--- src/rtl/edl_sync_bridge.sv ---
// edl_sync_bridge: clocked environment-side partner for an EDL token controller.
// Drives the controller's left channel as a 4-phase bundled-data initiator,
// mirrors the left error channel, and drains the right channel as a 4-phase
// responder. Both directions are exposed as synchronous valid/ready streams.
//
// Ports:
//   clk, rst                     clock (rising edge), synchronous active-low reset
//   in_data/in_valid/in_ready    clocked TX stream into the bridge
//   Lreq/Ldata/Lack              4-phase left channel (Lack asynchronous)
//   LEreq/LEack                  left error channel (LEreq asynchronous)
//   Rreq/Rdata/Rack              4-phase right channel (Rreq asynchronous)
//   out_data/out_valid/out_ready clocked RX stream out of the bridge
//   tx_count/rx_count            completed handshakes, wrap at 16 bits
//   tx_timeout                   sticky: a TX phase stalled TIMEOUT cycles
module edl_sync_bridge #(
  parameter int WIDTH       = 8,
  parameter int SYNC_STAGES = 2,
  parameter int TIMEOUT     = 255
) (
  input  logic             clk,
  input  logic             rst,
  input  logic [WIDTH-1:0] in_data,
  input  logic             in_valid,
  output logic             in_ready,
  output logic             Lreq,
  output logic [WIDTH-1:0] Ldata,
  input  logic             Lack,
  input  logic             LEreq,
  output logic             LEack,
  input  logic             Rreq,
  input  logic [WIDTH-1:0] Rdata,
  output logic             Rack,
  output logic [WIDTH-1:0] out_data,
  output logic             out_valid,
  input  logic             out_ready,
  output logic [15:0]      tx_count,
  output logic [15:0]      rx_count,
  output logic             tx_timeout
);

  typedef enum logic [1:0] {T_IDLE, T_SETUP, T_REQ, T_REL} tx_state_e;
  typedef enum logic [1:0] {R_IDLE, R_ACK, R_HOLD} rx_state_e;

  // Synchronizer chains; the MSB is the synchronized value.
  logic [SYNC_STAGES-1:0] lack_sync_q, lack_sync_d;
  logic [SYNC_STAGES-1:0] lereq_sync_q, lereq_sync_d;
  logic [SYNC_STAGES-1:0] rreq_sync_q, rreq_sync_d;
  logic s_lack, s_lereq, s_rreq;

  tx_state_e        tx_state_q, tx_state_d;
  logic [WIDTH-1:0] ldata_q, ldata_d;
  logic             lreq_q, lreq_d;
  logic             in_ready_q, in_ready_d;
  logic [15:0]      tx_count_q, tx_count_d;
  logic [15:0]      to_cnt_q, to_cnt_d;
  logic             tx_timeout_q, tx_timeout_d;
  logic             le_ack_q, le_ack_d;

  rx_state_e        rx_state_q, rx_state_d;
  logic             rack_q, rack_d;
  logic [WIDTH-1:0] out_data_q, out_data_d;
  logic             out_valid_q, out_valid_d;
  logic [15:0]      rx_count_q, rx_count_d;

  logic             tx_waiting;

  always_comb begin
    lack_sync_d  = {lack_sync_q[SYNC_STAGES-2:0], Lack};
    lereq_sync_d = {lereq_sync_q[SYNC_STAGES-2:0], LEreq};
    rreq_sync_d  = {rreq_sync_q[SYNC_STAGES-2:0], Rreq};
  end

  assign s_lack  = lack_sync_q[SYNC_STAGES-1];
  assign s_lereq = lereq_sync_q[SYNC_STAGES-1];
  assign s_rreq  = rreq_sync_q[SYNC_STAGES-1];

  // LE responder: plain registered mirror of the synchronized request.
  assign le_ack_d = s_lereq;

  // TX initiator
  always_comb begin
    tx_state_d = tx_state_q;
    ldata_d    = ldata_q;
    lreq_d     = lreq_q;
    tx_count_d = tx_count_q;
    unique case (tx_state_q)
      T_IDLE: begin
        if (in_valid && in_ready_q) begin
          ldata_d    = in_data;
          tx_state_d = T_SETUP;
        end
      end
      T_SETUP: begin
        lreq_d     = 1'b1;
        tx_state_d = T_REQ;
      end
      T_REQ: begin
        if (s_lack) begin
          lreq_d     = 1'b0;
          tx_state_d = T_REL;
        end
      end
      T_REL: begin
        if (!s_lack) begin
          tx_count_d = tx_count_q + 16'd1;
          tx_state_d = T_IDLE;
        end
      end
      default: tx_state_d = T_IDLE;
    endcase

    // in_ready is registered, so it is computed from the next state and
    // the next LEack value to stay aligned with them.
    in_ready_d = (tx_state_d == T_IDLE) && !s_lack && !le_ack_d;
  end

  // Stall counter: runs while waiting on the partner, restarts on every
  // state change and saturates at TIMEOUT.
  always_comb begin
    tx_waiting   = (tx_state_q == T_REQ) || (tx_state_q == T_REL);
    to_cnt_d     = to_cnt_q;
    tx_timeout_d = tx_timeout_q;
    if (tx_state_d != tx_state_q) begin
      to_cnt_d = '0;
    end else if (tx_waiting && (to_cnt_q != 16'(TIMEOUT))) begin
      to_cnt_d = to_cnt_q + 16'd1;
    end
    if (tx_waiting && (to_cnt_d == 16'(TIMEOUT))) begin
      tx_timeout_d = 1'b1;
    end
  end

  // RX responder
  always_comb begin
    rx_state_d  = rx_state_q;
    rack_d      = rack_q;
    out_data_d  = out_data_q;
    out_valid_d = out_valid_q;
    rx_count_d  = rx_count_q;

    // Consumption is independent of the handshake state.
    if (out_valid_q && out_ready) begin
      out_valid_d = 1'b0;
    end

    unique case (rx_state_q)
      R_IDLE: begin
        // Capture only into an empty output register; this is the backpressure.
        if (!out_valid_q && s_rreq) begin
          out_data_d  = Rdata;
          out_valid_d = 1'b1;
          rack_d      = 1'b1;
          rx_state_d  = R_ACK;
        end
      end
      R_ACK: begin
        if (!s_rreq) begin
          rack_d     = 1'b0;
          rx_count_d = rx_count_q + 16'd1;
          rx_state_d = R_HOLD;
        end
      end
      R_HOLD: begin
        if (!out_valid_q) begin
          rx_state_d = R_IDLE;
        end
      end
      default: rx_state_d = R_IDLE;
    endcase
  end

  always_ff @(posedge clk) begin
    if (!rst) begin
      lack_sync_q  <= '0;
      lereq_sync_q <= '0;
      rreq_sync_q  <= '0;
      tx_state_q   <= T_IDLE;
      ldata_q      <= '0;
      lreq_q       <= 1'b0;
      in_ready_q   <= 1'b0;
      tx_count_q   <= '0;
      to_cnt_q     <= '0;
      tx_timeout_q <= 1'b0;
      le_ack_q     <= 1'b0;
      rx_state_q   <= R_IDLE;
      rack_q       <= 1'b0;
      out_data_q   <= '0;
      out_valid_q  <= 1'b0;
      rx_count_q   <= '0;
    end else begin
      lack_sync_q  <= lack_sync_d;
      lereq_sync_q <= lereq_sync_d;
      rreq_sync_q  <= rreq_sync_d;
      tx_state_q   <= tx_state_d;
      ldata_q      <= ldata_d;
      lreq_q       <= lreq_d;
      in_ready_q   <= in_ready_d;
      tx_count_q   <= tx_count_d;
      to_cnt_q     <= to_cnt_d;
      tx_timeout_q <= tx_timeout_d;
      le_ack_q     <= le_ack_d;
      rx_state_q   <= rx_state_d;
      rack_q       <= rack_d;
      out_data_q   <= out_data_d;
      out_valid_q  <= out_valid_d;
      rx_count_q   <= rx_count_d;
    end
  end

  assign in_ready   = in_ready_q;
  assign Lreq       = lreq_q;
  assign Ldata      = ldata_q;
  assign LEack      = le_ack_q;
  assign Rack       = rack_q;
  assign out_data   = out_data_q;
  assign out_valid  = out_valid_q;
  assign tx_count   = tx_count_q;
  assign rx_count   = rx_count_q;
  assign tx_timeout = tx_timeout_q;

endmodule

--- config.mk ---
export PLATFORM = sky130hd
export DESIGN_NAME = edl_sync_bridge
export DESIGN_NICKNAME = d
export VERILOG_FILES = /design/src/rtl/edl_sync_bridge.sv
export SDC_FILE = /design/constraint.sdc
export NUM_CORES = 1
export LEC_CHECK = 0
export ABC_AREA = 0
export ABC_CLOCK_PERIOD_IN_PS = 4500
export BUFFER_PORTS_ARGS = -buffer_cell sky130_fd_sc_hd__buf_4
export CORE_ASPECT_RATIO = 0.75
export CORE_MARGIN = 4
export CORE_UTILIZATION = 45
export CTS_CLUSTER_SIZE = 8
export DETAILED_ROUTE_END_ITERATION = 16
export PLACE_DENSITY = 0.68
export SETUP_SLACK_MARGIN = 0.1
export SKIP_CTS_REPAIR_TIMING = 1
export SYNTH_ARGS = -nofsm -noshare
export SYNTH_HDL_FRONTEND = slang
export SYNTH_SLANG_ARGS = --single-unit
--- constraint.sdc ---
create_clock -name clk -period 4.5 [get_ports clk]
set_input_delay 0.45 -clock clk [delete_from_list [all_inputs] [get_ports clk]]
set_output_delay 0.45 -clock clk [all_outputs]
set_load 0.02 [all_outputs]
Yosys cells after proc, flatten, opt, wreduce, memory -nomap -nowiden
Cells that the tools add are included.
Storage, ports and cells
  word-level logic and storage cells: 74
  latch bits: 0
  memories kept: 0
  output and inout port bits: 54
  input bits: 23
  bits in writable memories: 0
  bits in read-only memories: 0
  register bits after elaboration: 80
Operators by class
  $mul: 0
  muxes and demuxes: 18
  shift-type cells: 0
  $add $sub $neg: 3
  $lt $le $gt $ge: 0
  reductions and logical operators: 23
  bitwise logic cells: 2
  equality and inequality tests: 12
  divide/modulo/power cells: 0
Operators by type and width (number)
  $add A16 B1 Y16 const B: 3
  $mux W16: 2
  $eq A16 B8 Y1 const B: 1
  $ne A16 B8 Y1 const B: 1
  $mux W2: 6
  $reduce_and A2 Y1: 5
  $ne A2 B2 Y1 const B: 4
  $pmux W2 S4: 1
  $logic_and A1 B1 Y1: 7
  $eq A2 B2 Y1 const B: 3
  $logic_not A2 Y1: 3
  $mux W1: 6
  $pmux W2 S3: 1
  $reduce_and A3 Y1: 2
  $eq A2 B1 Y1 const B: 2
  $pmux W1 S2: 2
  $reduce_bool A2 Y1: 2
  $logic_not A1 Y1: 3
  $ne A2 B2 Y1: 1
  $not A1 Y1: 2
  $logic_or A1 B1 Y1: 1

Longest topological paths before layout
  depth after elaboration: 7
  depth in mapped cells: 8
  gate-level depth less buffers: 8

Least setup slack after synthesis
No wires, ideal clock.
  kind: register to register
  from: reg to_cnt_q[2]
  to: reg tx_timeout_q (netlist: tx_timeout)
  setup slack: 2.376 ns
  data arrival time: 2.040 ns
  path buffers: 1
  library setup time: 0.084 ns
  data required time: 4.416 ns
  stages on the path, launching flop included: 9
  period minus slack after synthesis: 2.124 ns
  cell sequence: dfxtp_1 buf_2 nand4_1 nor4_2 xnor2_1 or4b_1 a22oi_1 nor2_1 o31ai_2
Between the ends
  cells in the longest elaborated chain, start to end: 6
  elaborated cells between the ends (all ways): 7
  those cells by class: 1 x add/sub; 2 x eq/ne; 2 x mux; 2 x reduce/logical
RTL lines
  start: declaration: RTL line 55  | logic [15:0] to_cnt_q, to_cnt_d;
  start signal: assignment: RTL line 199  | to_cnt_q <= to_cnt_d;
  parallel branches: the longest is 2 deep, another holds $add A16 B1 Y16
  $mux W16 (*): RTL line 125  | end else if (tx_waiting && (to_cnt_q != 16'(TIMEOUT))) begin
  $mux W16 (*): RTL line 123  | if (tx_state_d != tx_state_q) begin
  $eq A16 B8 Y1 (*): RTL line 128  | if (tx_waiting && (to_cnt_d == 16'(TIMEOUT))) begin
  $logic_and A1 B1 Y1 (*): RTL line 128
  end signal: assignment: RTL line 200  | tx_timeout_q <= tx_timeout_d;
  end: declaration: RTL line 56  | logic tx_timeout_q, tx_timeout_d;
Mark *: on every way between the ends.
A chain may end at the register's enable or synchronous reset.

Worst setup path in the final report
  from: reg tx_state_q[1]
  to: reg tx_timeout_q (netlist: tx_timeout)
Between the ends
  cells in the longest elaborated chain, start to end: 7
  elaborated cells between the ends (all ways): 15
  those cells by class: 5 x eq/ne; 6 x mux; 4 x reduce/logical
RTL lines
  start: declaration: RTL line 50  | tx_state_e tx_state_q, tx_state_d;
  start signal: assignment: RTL line 194  | tx_state_q <= tx_state_d;
  parallel branches: the longest is 6 deep, another holds $mux W16
  $logic_and A1 B1 Y1 (*): RTL line 128
Marks and branches as above.

==> impl_results.rst <==
.. list-table::
   :header-rows: 1

   * - Metric
     - Value
   * - Slew headroom
     - 26.24%
   * - Syn-to-layout area delta
     - 22.22%
   * - Final routed wirelength across all metal layers
     - 7684 um
   * - Final hold slack
     - 0.3107 ns
   * - Actual slew at the worst max-slew pin
     - 1.098 ns
   * - Register share of total power
     - 54.0%
   * - Total core area
     - 7533 sq um
   * - Met3 capacity usage during global routing
     - 4.704%
   * - Top FF cell, synth
     - sky130_fd_sc_hd__dfxtp_1
   * - Sequential-to-total area share from yosys stat
     - 44.65%
   * - Average vias per placed instance
     - 5.136
   * - Total power divided by cell area
     - 309.2 nW/um^2
   * - Starting density of the core
     - 47.62%
   * - Maximum VDD drop
     - 0.1923 mV
   * - Routed wire per std cell
     - 13.36 um
   * - Share of final-layout standard cells stronger than drive strength 1
     - 23.42%
   * - Share of the synthesized area in the top cell type
     - 44.65%
   * - Proportion of power drawn by the clock network
     - 39.7%
   * - # clock sinks
     - 80
   * - Insertion delay to the later sink of the worst-skew pair
     - 0.34 ns
   * - Number of distinct library cell variants in the gate-level netlist after synthesis
     - 50
   * - Avg Inst Size Synth
     - 8.923 sq um
   * - Number of global-route vias before repair
     - 2747
   * - Wire length of the first global-routing pass
     - 12600 um
   * - Grt met1 use
     - 21.16%
   * - Switching share of power
     - 24.55%
   * - Clock tree root driver cell
     - sky130_fd_sc_hd__clkbuf_8
   * - Num CTS Buffers
     - 9
   * - Final count of pins violating max slew
     - 0
   * - Initial antenna violation count
     - 0
   * - Combined global-route utilization of all metal layers
     - 15.94%
   * - Worst path required time
     - 4.76 ns
   * - Maximum buffer depth of the clock tree
     - 2
   * - Cells after Synth
     - 402
   * - Clk pin slew, worst setup/hold paths
     - 0.09 ns
   * - Capturing element type of the critical path
     - flip-flop
   * - Final critical-path share of the clock period
     - 58.03%
   * - Cell-internal power
     - 1.023 mW
   * - Power share of the combinational group
     - 6.3%
   * - Die area
     - 9479 sq um
   * - Netlist area before placement
     - 3587 sq um
   * - DP HPWL
     - 5460 um
   * - Worst min-delay path class
     - in -> reg
   * - Signal arrival time at the worst endpoint
     - 2.88 ns
   * - Maximum fanout along the worst path
     - 14
   * - Synth area leaders
     - sky130_fd_sc_hd__dfxtp_1, sky130_fd_sc_hd__nand2_1, sky130_fd_sc_hd__xnor2_1
   * - EDFF count, synth
     - 0
   * - Setup repair after global routing missed its margin
     - no
   * - Category of the worst setup path launch point
     - flip-flop
   * - Clock period minus worst slack
     - 2.611 ns
   * - DRC violations left
     - 0
   * - Total number of nets in the final design
     - 495
   * - Net switching power
     - 0.3328 mW
   * - Fill count
     - 676
   * - Post-synthesis register bit count
     - 80
   * - GR met2 Demand/Resource
     - 25.00%
   * - Leakage power of the design
     - 1.735 nW
   * - Clock tree from TritonCTS
     - done
   * - Number of placement rows
     - 27
   * - Start-to-end type of the worst setup path
     - reg -> reg
   * - Chip height
     - 85.32 um
   * - Yosys top cell by area
     - sky130_fd_sc_hd__dfxtp_1
   * - Count of buffers from port buffering
     - 76
   * - Antenna Violating Nets Remaining
     - 0
   * - Global route total overflow
     - 0
   * - # H-tree levels
     - 3
   * - Setup-violating endpoint count in the final report
     - 0
   * - Async S/R FF share, synth
     - 0%
   * - Post-Syn Nets
     - 428
   * - Floorplan die width
     - 111.1 um
   * - Io pins
     - 77
   * - Top Usage Layer GRT
     - met2
   * - Maximum number of pins on one net before global-route repair
     - 66
   * - Setup Total Neg Slack
     - 0 ns
   * - Ys Warns
     - 0
   * - Fmax
     - 382.9 MHz
   * - Status
     - finished clean
   * - Placer congestion estimate
     - 0.8586
   * - First-iteration detailed-routing DRC count
     - 125
   * - Total via count in the routed design
     - 2953
   * - Count of antenna diodes in the layout
     - 0
   * - Worst Skew
     - 0.008870 ns
   * - Count of maximum capacitance violations
     - 0
   * - Final count of hold timing violations
     - 0
   * - Detailed Routing Iterations Pass 1
     - 4
==> kinds of logic after synthesis <==
| logic type | share of synthesized area [%] |
|---|---|
| xor+xnor | 8.790 |
| buf+inv | 3.104 |
| mux | 0.5581 |
| simple gates | 31.43 |
| fa+ha+maj | 1.047 |
| flops | 44.65 |
| compound gates | 10.43 |
==> cell usage after synthesis (2+ instances only) <==
cell	n
sky130_fd_sc_hd__buf_4	2
sky130_fd_sc_hd__or3_1	8
sky130_fd_sc_hd__nand3_1	20
sky130_fd_sc_hd__inv_1	2
sky130_fd_sc_hd__nand2b_1	5
sky130_fd_sc_hd__mux2i_1	2
sky130_fd_sc_hd__and3_1	8
sky130_fd_sc_hd__xor2_1	11
sky130_fd_sc_hd__nor2b_1	3
sky130_fd_sc_hd__a21boi_1	12
sky130_fd_sc_hd__a21oi_1	4
sky130_fd_sc_hd__buf_6	2
sky130_fd_sc_hd__nand4_1	12
sky130_fd_sc_hd__and4_1	2
sky130_fd_sc_hd__nor4_1	4
sky130_fd_sc_hd__a21boi_0	14
sky130_fd_sc_hd__o211ai_1	2
sky130_fd_sc_hd__ha_1	3
sky130_fd_sc_hd__a22oi_1	2
sky130_fd_sc_hd__nor3_1	6
sky130_fd_sc_hd__dfxtp_1	80
sky130_fd_sc_hd__nor3b_1	3
sky130_fd_sc_hd__nor2_1	26
sky130_fd_sc_hd__and3_2	2
sky130_fd_sc_hd__nand2_1	61
sky130_fd_sc_hd__xnor2_1	25
sky130_fd_sc_hd__nor4_2	2
sky130_fd_sc_hd__buf_2	5
sky130_fd_sc_hd__clkbuf_1	11
sky130_fd_sc_hd__o21ai_0	11
sky130_fd_sc_hd__and2_1	32
sky130_fd_sc_hd__nand2_2	2
==> layout make-up <==
type | instances | area [sq um] | area share (%)
clock inverter | 7 | 80.08 | 1.826
multi-input combinational | 300 | 1874 | 42.75
tap | 101 | 126.4 | 2.882
sequential | 80 | 1602 | 36.53
clock buffer | 9 | 123.9 | 2.825
timing repair buffer | 76 | 570.5 | 13.01
inverter | 2 | 7.507 | 0.1712
==> final timing paths <==
kind / start / to / slack [ns] / depth (start not counted)
worst max register to register: tx_state_q[1] / tx_timeout / 1.89 / 7
worst min-delay path: Rreq / rreq_sync_q[0] / 0.31 / 2
worst max-delay path: tx_state_q[1] / tx_timeout / 1.89 / 7
worst min register to register: lack_sync_q[0] / lack_sync_q[1] / 0.44 / 1
==> routing by layer <==
layer  wire, um  share of wire (%)
met1       3697                 48
met2       3364                 44
met3        552                7.2
met4         70               0.91
met5          0                  0
==> through the flow <==
| stage | cells | setup WS, ns | utilization [%] | power [mW] | area (sq um) |
|---|---|---|---|---|---|
| global placement | 559 | 2.070 | 55.49 | 0.8341 | 4180 |
| CTS | 575 | 1.923 | 58.20 | 1.374 | 4384 |
| detailed placement | 559 | 1.914 | 55.49 | 0.8357 | 4180 |
| floorplan | 402 | 2.376 | - | 0.7964 | 3587 |
| global route | 575 | 1.663 | 58.20 | 1.409 | 4384 |
| finish | 575 | 1.889 | 58.20 | 1.356 | 4384 |
==> sequential cells by signal, summed over array words and instances (netlist names), 2 cells and up <==
signal        count
tx_count         16
out_data          8
lereq_sync_q      2
rx_state_q        2
Ldata             8
tx_state_q        2
rreq_sync_q       2
rx_count         16
to_cnt_q         16
lack_sync_q       2
==> worst max-delay path, stage by stage, from the launching register on <==
cell and delay, ns:
sky130_fd_sc_hd__dfxtp_1 0.61, sky130_fd_sc_hd__nand4_1 0.34, sky130_fd_sc_hd__nor4_2 0.44, sky130_fd_sc_hd__xnor2_1 0.19, sky130_fd_sc_hd__or4b_1 0.45, sky130_fd_sc_hd__a22oi_1 0.20, sky130_fd_sc_hd__nor2_1 0.07, sky130_fd_sc_hd__o31ai_2 0.24
==> placed cells by master (no fill, tap or decap), types with 2 or more instances in the layout <==
cell | synthesis | routed
sky130_fd_sc_hd__a21boi_0 | 14 | 14
sky130_fd_sc_hd__a21boi_1 | 12 | 12
sky130_fd_sc_hd__a21oi_1 | 4 | 4
sky130_fd_sc_hd__a22oi_1 | 2 | 2
sky130_fd_sc_hd__and2_1 | 32 | 32
sky130_fd_sc_hd__and3_1 | 8 | 8
sky130_fd_sc_hd__and3_2 | 2 | 2
sky130_fd_sc_hd__and4_1 | 2 | 2
sky130_fd_sc_hd__buf_4 | 2 | 76
sky130_fd_sc_hd__clkbuf_8 | 0 | 9
sky130_fd_sc_hd__clkinv_4 | 0 | 2
sky130_fd_sc_hd__dfxtp_1 | 80 | 80
sky130_fd_sc_hd__ha_1 | 3 | 3
sky130_fd_sc_hd__inv_1 | 2 | 2
sky130_fd_sc_hd__mux2i_1 | 2 | 2
sky130_fd_sc_hd__nand2_1 | 61 | 61
sky130_fd_sc_hd__nand2_2 | 2 | 2
sky130_fd_sc_hd__nand2b_1 | 5 | 5
sky130_fd_sc_hd__nand3_1 | 20 | 20
sky130_fd_sc_hd__nand4_1 | 12 | 12
sky130_fd_sc_hd__nor2_1 | 26 | 26
sky130_fd_sc_hd__nor2b_1 | 3 | 3
sky130_fd_sc_hd__nor3_1 | 6 | 6
sky130_fd_sc_hd__nor3b_1 | 3 | 3
sky130_fd_sc_hd__nor4_1 | 4 | 4
sky130_fd_sc_hd__nor4_2 | 2 | 2
sky130_fd_sc_hd__o211ai_1 | 2 | 2
sky130_fd_sc_hd__o21ai_0 | 11 | 11
sky130_fd_sc_hd__or3_1 | 8 | 8
sky130_fd_sc_hd__xnor2_1 | 25 | 25
sky130_fd_sc_hd__xor2_1 | 11 | 11
==> power groups by stage <==
| stage | Clock (mW) | Sequential, mW | Combinational [mW] |
|---|---|---|---|
| finish | 0.539 | 0.731 | 0.0857 |
| global route | 0.581 | 0.734 | 0.0944 |
| CTS | 0.555 | 0.732 | 0.0875 |
| detailed placement | 0 | 0.748 | 0.0873 |
| global placement | 0 | 0.747 | 0.0869 |
| floorplan | 0 | 0.756 | 0.0406 |
(Power assumes the default switching activity.)
